[src/rtl/cpu_tx_handshake.sv]
// CPU-side transmitter: sends FIFO or LFSR words to a peripheral over a
// four-phase send/ack handshake, with a REQ timeout that retries the same word.
module cpu_tx_handshake #(
    parameter int          DATA_W     = 8,
    parameter int          FIFO_DEPTH = 4,
    parameter int          TIMEOUT    = 15,
    parameter logic [15:0] LFSR_SEED  = 16'hACE1
) (
    input  logic              clk,
    input  logic              rst,
    input  logic              auto_mode,
    input  logic              wr_en,
    input  logic [DATA_W-1:0] wr_data,
    output logic              full,
    output logic              empty,
    input  logic              ack,
    output logic              send,
    output logic [DATA_W-1:0] data,
    output logic              busy,
    output logic              timeout_err,
    output logic [15:0]       sent_count
);

    localparam int PTR_W = (FIFO_DEPTH > 1) ? $clog2(FIFO_DEPTH) : 1;
    localparam int CNT_W = PTR_W + 1;
    localparam int TMO_W = $clog2(TIMEOUT + 1);

    typedef enum logic [1:0] {
        IDLE     = 2'd0,
        REQ      = 2'd1,
        WAIT_LOW = 2'd2
    } state_t;

    state_t            state_q, state_d;
    logic              send_q, send_d;
    logic [DATA_W-1:0] data_q, data_d;
    logic              timeout_err_q, timeout_err_d;
    logic [15:0]       sent_count_q, sent_count_d;
    logic [15:0]       lfsr_q, lfsr_d;
    logic [TMO_W-1:0]  tmo_cnt_q, tmo_cnt_d;
    logic              src_mode_q, src_mode_d;

    logic [DATA_W-1:0] fifo_mem [FIFO_DEPTH];
    logic [PTR_W-1:0]  wr_ptr_q, wr_ptr_d;
    logic [PTR_W-1:0]  rd_ptr_q, rd_ptr_d;
    logic [CNT_W-1:0]  count_q, count_d;
    logic              push;
    logic              pop;
    logic [15:0]       lfsr_next;
    logic              tmo_hit;

    assign full        = (count_q == CNT_W'(FIFO_DEPTH));
    assign empty       = (count_q == '0);
    assign busy        = (state_q != IDLE);
    assign send        = send_q;
    assign data        = data_q;
    assign timeout_err = timeout_err_q;
    assign sent_count  = sent_count_q;

    assign lfsr_next = {lfsr_q[0] ^ lfsr_q[2] ^ lfsr_q[3] ^ lfsr_q[5], lfsr_q[15:1]};
    assign tmo_hit   = (tmo_cnt_q == TMO_W'(TIMEOUT - 1));

    // State register and all handshake flops; reset is synchronous.
    always_ff @(posedge clk) begin
        if (rst) begin
            state_q       <= IDLE;
            send_q        <= 1'b0;
            data_q        <= '0;
            timeout_err_q <= 1'b0;
            sent_count_q  <= '0;
            lfsr_q        <= LFSR_SEED;
            tmo_cnt_q     <= '0;
            src_mode_q    <= 1'b0;
            wr_ptr_q      <= '0;
            rd_ptr_q      <= '0;
            count_q       <= '0;
        end else begin
            state_q       <= state_d;
            send_q        <= send_d;
            data_q        <= data_d;
            timeout_err_q <= timeout_err_d;
            sent_count_q  <= sent_count_d;
            lfsr_q        <= lfsr_d;
            tmo_cnt_q     <= tmo_cnt_d;
            src_mode_q    <= src_mode_d;
            wr_ptr_q      <= wr_ptr_d;
            rd_ptr_q      <= rd_ptr_d;
            count_q       <= count_d;
        end
    end

    always_ff @(posedge clk) begin
        if (push) begin
            fifo_mem[wr_ptr_q] <= wr_data;
        end
    end

    // Next-state logic.
    always_comb begin
        state_d = state_q;
        case (state_q)
            IDLE: begin
                if (auto_mode || !empty) begin
                    state_d = REQ;
                end
            end
            REQ: begin
                if (ack) begin
                    state_d = WAIT_LOW;
                end else if (tmo_hit) begin
                    state_d = IDLE;
                end
            end
            WAIT_LOW: begin
                if (!ack) begin
                    state_d = IDLE;
                end
            end
            default: state_d = IDLE;
        endcase
    end

    // Output and datapath next values; a timeout leaves the FIFO and LFSR untouched.
    always_comb begin
        send_d        = send_q;
        data_d        = data_q;
        timeout_err_d = 1'b0;
        sent_count_d  = sent_count_q;
        lfsr_d        = lfsr_q;
        tmo_cnt_d     = tmo_cnt_q;
        src_mode_d    = src_mode_q;
        pop           = 1'b0;
        case (state_q)
            IDLE: begin
                if (auto_mode) begin
                    data_d     = lfsr_q[DATA_W-1:0];
                    send_d     = 1'b1;
                    src_mode_d = 1'b1;
                    tmo_cnt_d  = '0;
                end else if (!empty) begin
                    data_d     = fifo_mem[rd_ptr_q];
                    send_d     = 1'b1;
                    src_mode_d = 1'b0;
                    tmo_cnt_d  = '0;
                end
            end
            REQ: begin
                tmo_cnt_d = tmo_cnt_q + 1'b1;
                if (ack) begin
                    send_d       = 1'b0;
                    sent_count_d = sent_count_q + 16'd1;
                    if (src_mode_q) begin
                        lfsr_d = lfsr_next;
                    end else begin
                        pop = 1'b1;
                    end
                end else if (tmo_hit) begin
                    send_d        = 1'b0;
                    timeout_err_d = 1'b1;
                end
            end
            default: begin
                send_d = 1'b0;
            end
        endcase
    end

    always_comb begin
        push     = wr_en && !full;
        wr_ptr_d = push ? wr_ptr_q + 1'b1 : wr_ptr_q;
        rd_ptr_d = pop  ? rd_ptr_q + 1'b1 : rd_ptr_q;
        count_d  = count_q + CNT_W'(push) - CNT_W'(pop);
    end

endmodule

[config.mk]
export PLATFORM = sky130hd
export DESIGN_NAME = cpu_tx_handshake
export DESIGN_NICKNAME = d
export VERILOG_FILES = /design/src/rtl/cpu_tx_handshake.sv
export SDC_FILE = /design/constraint.sdc
export NUM_CORES = 1
export LEC_CHECK = 0
export CAP_MARGIN = 20
export CORE_MARGIN = 2
export CORE_UTILIZATION = 30
export CTS_CLUSTER_SIZE = 16
export DETAILED_ROUTE_END_ITERATION = 10
export GPL_TIMING_DRIVEN = 0
export SYNTH_ARGS = -nofsm -noshare
export SYNTH_HDL_FRONTEND = slang
export SYNTH_SLANG_ARGS = --single-unit
[constraint.sdc]
create_clock -name clk -period 2.6 [get_ports clk]
set_input_delay 0.52 -clock clk [delete_from_list [all_inputs] [get_ports clk]]
set_output_delay 0.52 -clock clk [all_outputs]
set_load 0.1 [all_outputs]
After elaboration in Yosys (flattened, before gate mapping)
Memory sizes are Yosys's and may differ from the RTL's. A register that Yosys moved wholly into a read port is not among the register bits. Cells that the tools add are included.

Bits of input ports: 13. Memory bits (writable): 32. Output and inout port bits: 29. Logic and storage cells: 71. Bits in registers: 56. Memories: 1.

Reductions and logical operators: 15. Multiplexer cells: 25. Bitwise operators: 4. Add/subtract/negate cells: 6. Equal/unequal tests: 9.

Memory list: fifo_mem (words 4, bits a word 8, rd ports 1, clocked after Yosys merged registers in 1, wr ports 1, RTL line 43) `logic [DATA_W-1:0] fifo_mem [FIFO_DEPTH];`.

Operators by type and width (count): 16-bit by 1-bit adder with 16-bit output, second input constant (1); 8-bit 2-to-1 mux (2); 1-bit 2-to-1 mux (12); 2-bit 2-to-1 mux (6); 4-bit 2-to-1 mux (2); 4-bit one-hot mux with 2 select lines (1); 2-bit AND reduction (4); 2-bit != test, second input constant (3); 3-bit != test, second input constant (2); 2-bit one-hot mux with 3 select lines (1); 3-bit AND reduction (2); 2-bit by 1-bit adder with 2-bit output, second input constant (2); 4-bit by 1-bit adder with 4-bit output, second input constant (1); 4-bit == test, second input constant (1); 2-bit nonzero test (2); 3-bit by 1-bit adder with 3-bit output (1); 3-bit == test, second input constant (1); 3-bit logical NOT (1); 3-bit OR reduction (1); 3-bit by 1-bit subtractor with 3-bit output (1); 1-bit bitwise XOR (3); 2-bit by 1-bit == test with 1-bit output, second input constant (1); 2-bit == test, second input constant (1); 1-bit logical NOT (2); other kinds (5) (5).

Logic depth before layout (Yosys ltp)
Word-level depth: 5. Depth in mapped cells: 11. Depth with buffers taken out: 10.

Least setup slack after synthesis
Ideal clock, no wire load.

Kind: reg-to-reg. From: reg count_q[2]. To: reg count_q[2]. Arrival time: 4.026 ns. Buffers on the path: 1. Setup slack: -1.553 ns. Data required time: 2.472 ns. Cell stages (with the launch flop): 12. Library setup time: 0.128 ns. Period minus slack after synthesis: 4.153 ns. Cell sequence: dfxtp_1 -> nor3b_1 -> nor2b_1 -> clkbuf_1 -> inv_1 -> ha_1 -> inv_1 -> ha_1 -> fa_1 -> xnor2_1 -> xnor2_1 -> nor2_1.

Cells in the longest elaborated chain, start to end: 5.

RTL lines: start: declaration (RTL line 46) `logic [CNT_W-1:0] count_q, count_d;`; start signal: assignment (RTL line 88) `count_q <= count_d;`; 3-bit == test (RTL line 52) `assign full = (count_q == CNT_W'(FIFO_DEPTH));`; named net full (RTL line 14) `output logic full,`; 1-bit logical NOT (RTL line 169) `push = wr_en && !full;`; 1-bit logical AND (RTL line 169); 3-bit by 1-bit adder with 3-bit output (RTL line 172) `count_d = count_q + CNT_W'(push) - CNT_W'(pop);`; 3-bit by 1-bit subtractor with 3-bit output (RTL line 172).

The timed path passes the listed nets, and every way through them passes these cells. A chain may end at the register's enable or synchronous reset.

Worst setup path in the final report
From: reg sent_count_q[4] (netlist: sent_count[4]). To: out sent_count[4].

RTL lines: start: declaration (RTL line 38) `logic [15:0] sent_count_q, sent_count_d;`; start signal: assignment (RTL line 82) `sent_count_q <= sent_count_d;`; end: declaration (RTL line 21) `output logic [15:0] sent_count`.

No word-level cell between the ends.

==> flow_summary.toml <==
[outcome]
status = "finished clean"

[power]
total_power_mw = 4.29
leakage_nw = 1.65
peakVddDrop_v = 0.000568
clockPowerShare_pct = 30.7
p_sw_mw = 1.53
powerDensity_mw_per_mm2 = 929
comb_power_share_pct = 29.2
intPower_mw = 2.76
p_seq_share_pct = 40.1
swShare_pct = 35.6

[routing]
post_drt_wl_per_cell_um = 13.8
drtAntennaViolNets = 0
first_pass_iters = 5
wl_um = 7400
drc = 0
drt-vias-per-instance = 4.76
vias = 2547
drt_iter0_markers = 108

[yosys]
yosys_warnings = 0
yosysMostFrequentCell = "dfxtp_1"
syn_area_per_cell_um2 = 11.2
yosysSeqAreaShare_pct = 57.4
ys_async_sr_fraction_pct = 0
synth_area_leaders = "dfxtp_1 31%, edfxtp_1 26%, mux4_2 4.9%"
synth_edf_count = 32
syn_nets = 354
synthDistinctLibCells = 41
synthCells = 331
ys_top_cells_by_count = "58 x dfxtp_1, 38 x nand2_1, 32 x edfxtp_1"
synth_top_area_share_pct = 31.4
netlist_area_mm2 = 0.00370
synthFlopType = "dfxtp_1"
ys_ff_latch = 90
yosysTopAreaCell = "dfxtp_1"

[floorplan]
core-area_mm2 = 0.0120
fp.dieH_um = 115
fp.dieW_um = 115
ios = 42
rows = 40
start_util_pct = 30.8
die-area_mm2 = 0.0132

[clocking]
cts_max_level = 3
clk_path_buf_depth = 2
numCtsBuffers = 9
cts-root-buf = "clkbuf_16"
worstSkewPairLatency_ps = 350
cts_tree = "done"
clock-sinks = 90
clkTransAtPathRegs_ps = 60

[place]
placed_area_mm2 = 0.00431
place_ws_ps = -415
io_buffers = 41
dp_cells = 519
place_congestion = 0.733
hpwl_um = 5260

[final_layout]
syn_to_final_growth_pct = 24.9
instances_no_fill = 535
num_antenna_cells = 0
layout.nets = 406
utilization_pct = 38.4
layout-drive-gt1-share_pct = 11.1
design_area_mm2 = 0.00462

[critical_path]
path_max_fanout = 7
cp.required_ps = 2080
start_kind = "flip-flop"
path_buf_inv = 1
cp_slowest_stage_delay_ps = 1200
arrival_ps = 2020
cp_cell_sequence = "clkdlybuf4s50_1"
crit_family = "buffers and inverters"
crit_type = "flip-flop to output pin"
critPathSlowestCell = "clkdlybuf4s50_1"
critPathCaptureType = "output pin"

[timing]
rsz0062_at_grt = "false"
fin_ws_ps = 57.3
fin_crit_ps = 2540
fin_crit_sh_pct = 97.8
finalSetupViolations = 0
slew_viol_final = 0
relSlewSlack_pct = 35.0
fmax_mhz = 393
worst_pin_slew_ps = 972
finalSetupTns_ps = 0
worst_hold_slack_ps = 461
skew_ps = 6.68
hold_violations = 0

[global_routing]
grt_antenna_before_repair = 0
grt_pass1_wl_um = 12300
grt_max_degree = 16
first_global_vias = 2534
grt_overflow = 0
grtUsageTotal_pct = 12.3

[run]
maxCapViolCount = 0

[worst_hold_path]
min_path_type = "flip-flop to flip-flop"
-- final timing paths --
| path | from | end | slack (ps) | cells after the start |
|---|---|---|---|---|
| worst min-delay path | lfsr_q[15] | lfsr_q[14] | 460 | 2 |
| worst max-delay path | sent_count[4] | sent_count[4] | 60 | 1 |
| worst min register to register | lfsr_q[15] | lfsr_q[14] | 460 | 2 |
| worst max register to register | count_q[1] | count_q[2] | 380 | 11 |
-- cells by family after synthesis --
kind of cell,Yosys count,share of synthesized area (%)
compound gates,39,6.53
xor+xnor,20,4.74
fa+ha+maj,10,3.59
buf+inv,27,2.94
flops,90,57.4
mux,17,7.31
simple gates,128,17.5
-- what timing repair did --
| action | in CTS | in global routing |
|---|---|---|
| hold endpoints to repair | 0 | 0 |
| endpoints found under the setup margin | 4 | 1 |
| buffers inserted | 0 | 0 |
| hold buffers | 0 | 0 |
| resized for setup | 4 | 4 |
-- flip-flops by register name, indices dropped and copies added (netlist names), named ones only --
name / count
wr_ptr_q: 2
src_mode_q: 1
fifo_mem: 32
timeout_err: 1
data: 8
lfsr_q: 16
state_q: 2
rd_ptr_q: 2
send: 1
sent_count: 16
count_q: 3
tmo_cnt_q: 4
-- placed cells by master (no fill, tap or decap), drive strengths merged, types with 5 or more instances in the layout --
| cell type | netlist | final |
|---|---|---|
| a211oi | 8 | 8 |
| a21oi | 19 | 19 |
| buf | 6 | 7 |
| clkbuf | 12 | 21 |
| clkdlybuf4s50 | 0 | 37 |
| dfxtp | 58 | 58 |
| edfxtp | 32 | 32 |
| ha | 9 | 9 |
| inv | 9 | 10 |
| mux2i | 9 | 9 |
| mux4 | 8 | 8 |
| nand2 | 38 | 38 |
| nand3 | 13 | 13 |
| nand3b | 8 | 8 |
| nand4 | 5 | 5 |
| nor2 | 31 | 31 |
| nor2b | 5 | 5 |
| nor3 | 6 | 6 |
| o21ai | 5 | 5 |
| xnor2 | 13 | 13 |
| xor2 | 7 | 7 |
-- per-layer routing --
metal | GRT usage, % | part of all wire, %
met5 | 0 | 0
met4 | 5.46 | 2.4
met3 | 3.95 | 4.5
met2 | 20.7 | 49
met1 | 14.3 | 44
-- power groups by stage --
stage / combinational, mW / clock (mW) / sequential, mW
finish: 1.25 / 1.32 / 1.72
CTS: 1.27 / 1.35 / 1.72
global route: 1.35 / 1.40 / 1.74
detailed placement: 1.28 / 0 / 1.75
floorplan: 0.628 / 0 / 2.10
global placement: 1.27 / 0 / 1.75
-- area by class of cell --
type                    count  area (µm²)
plain buffers              18        80.1
repair buffers             41         409
inverters                   9        33.8
multi-input cells         214        1480
fillers                  1161        7390
clock inverters             6        65.1
clock buffers              10         239
well taps                 147         184
flip-flops and latches     90        2120
No activity file was read; power rests on OpenSTA's default activity.
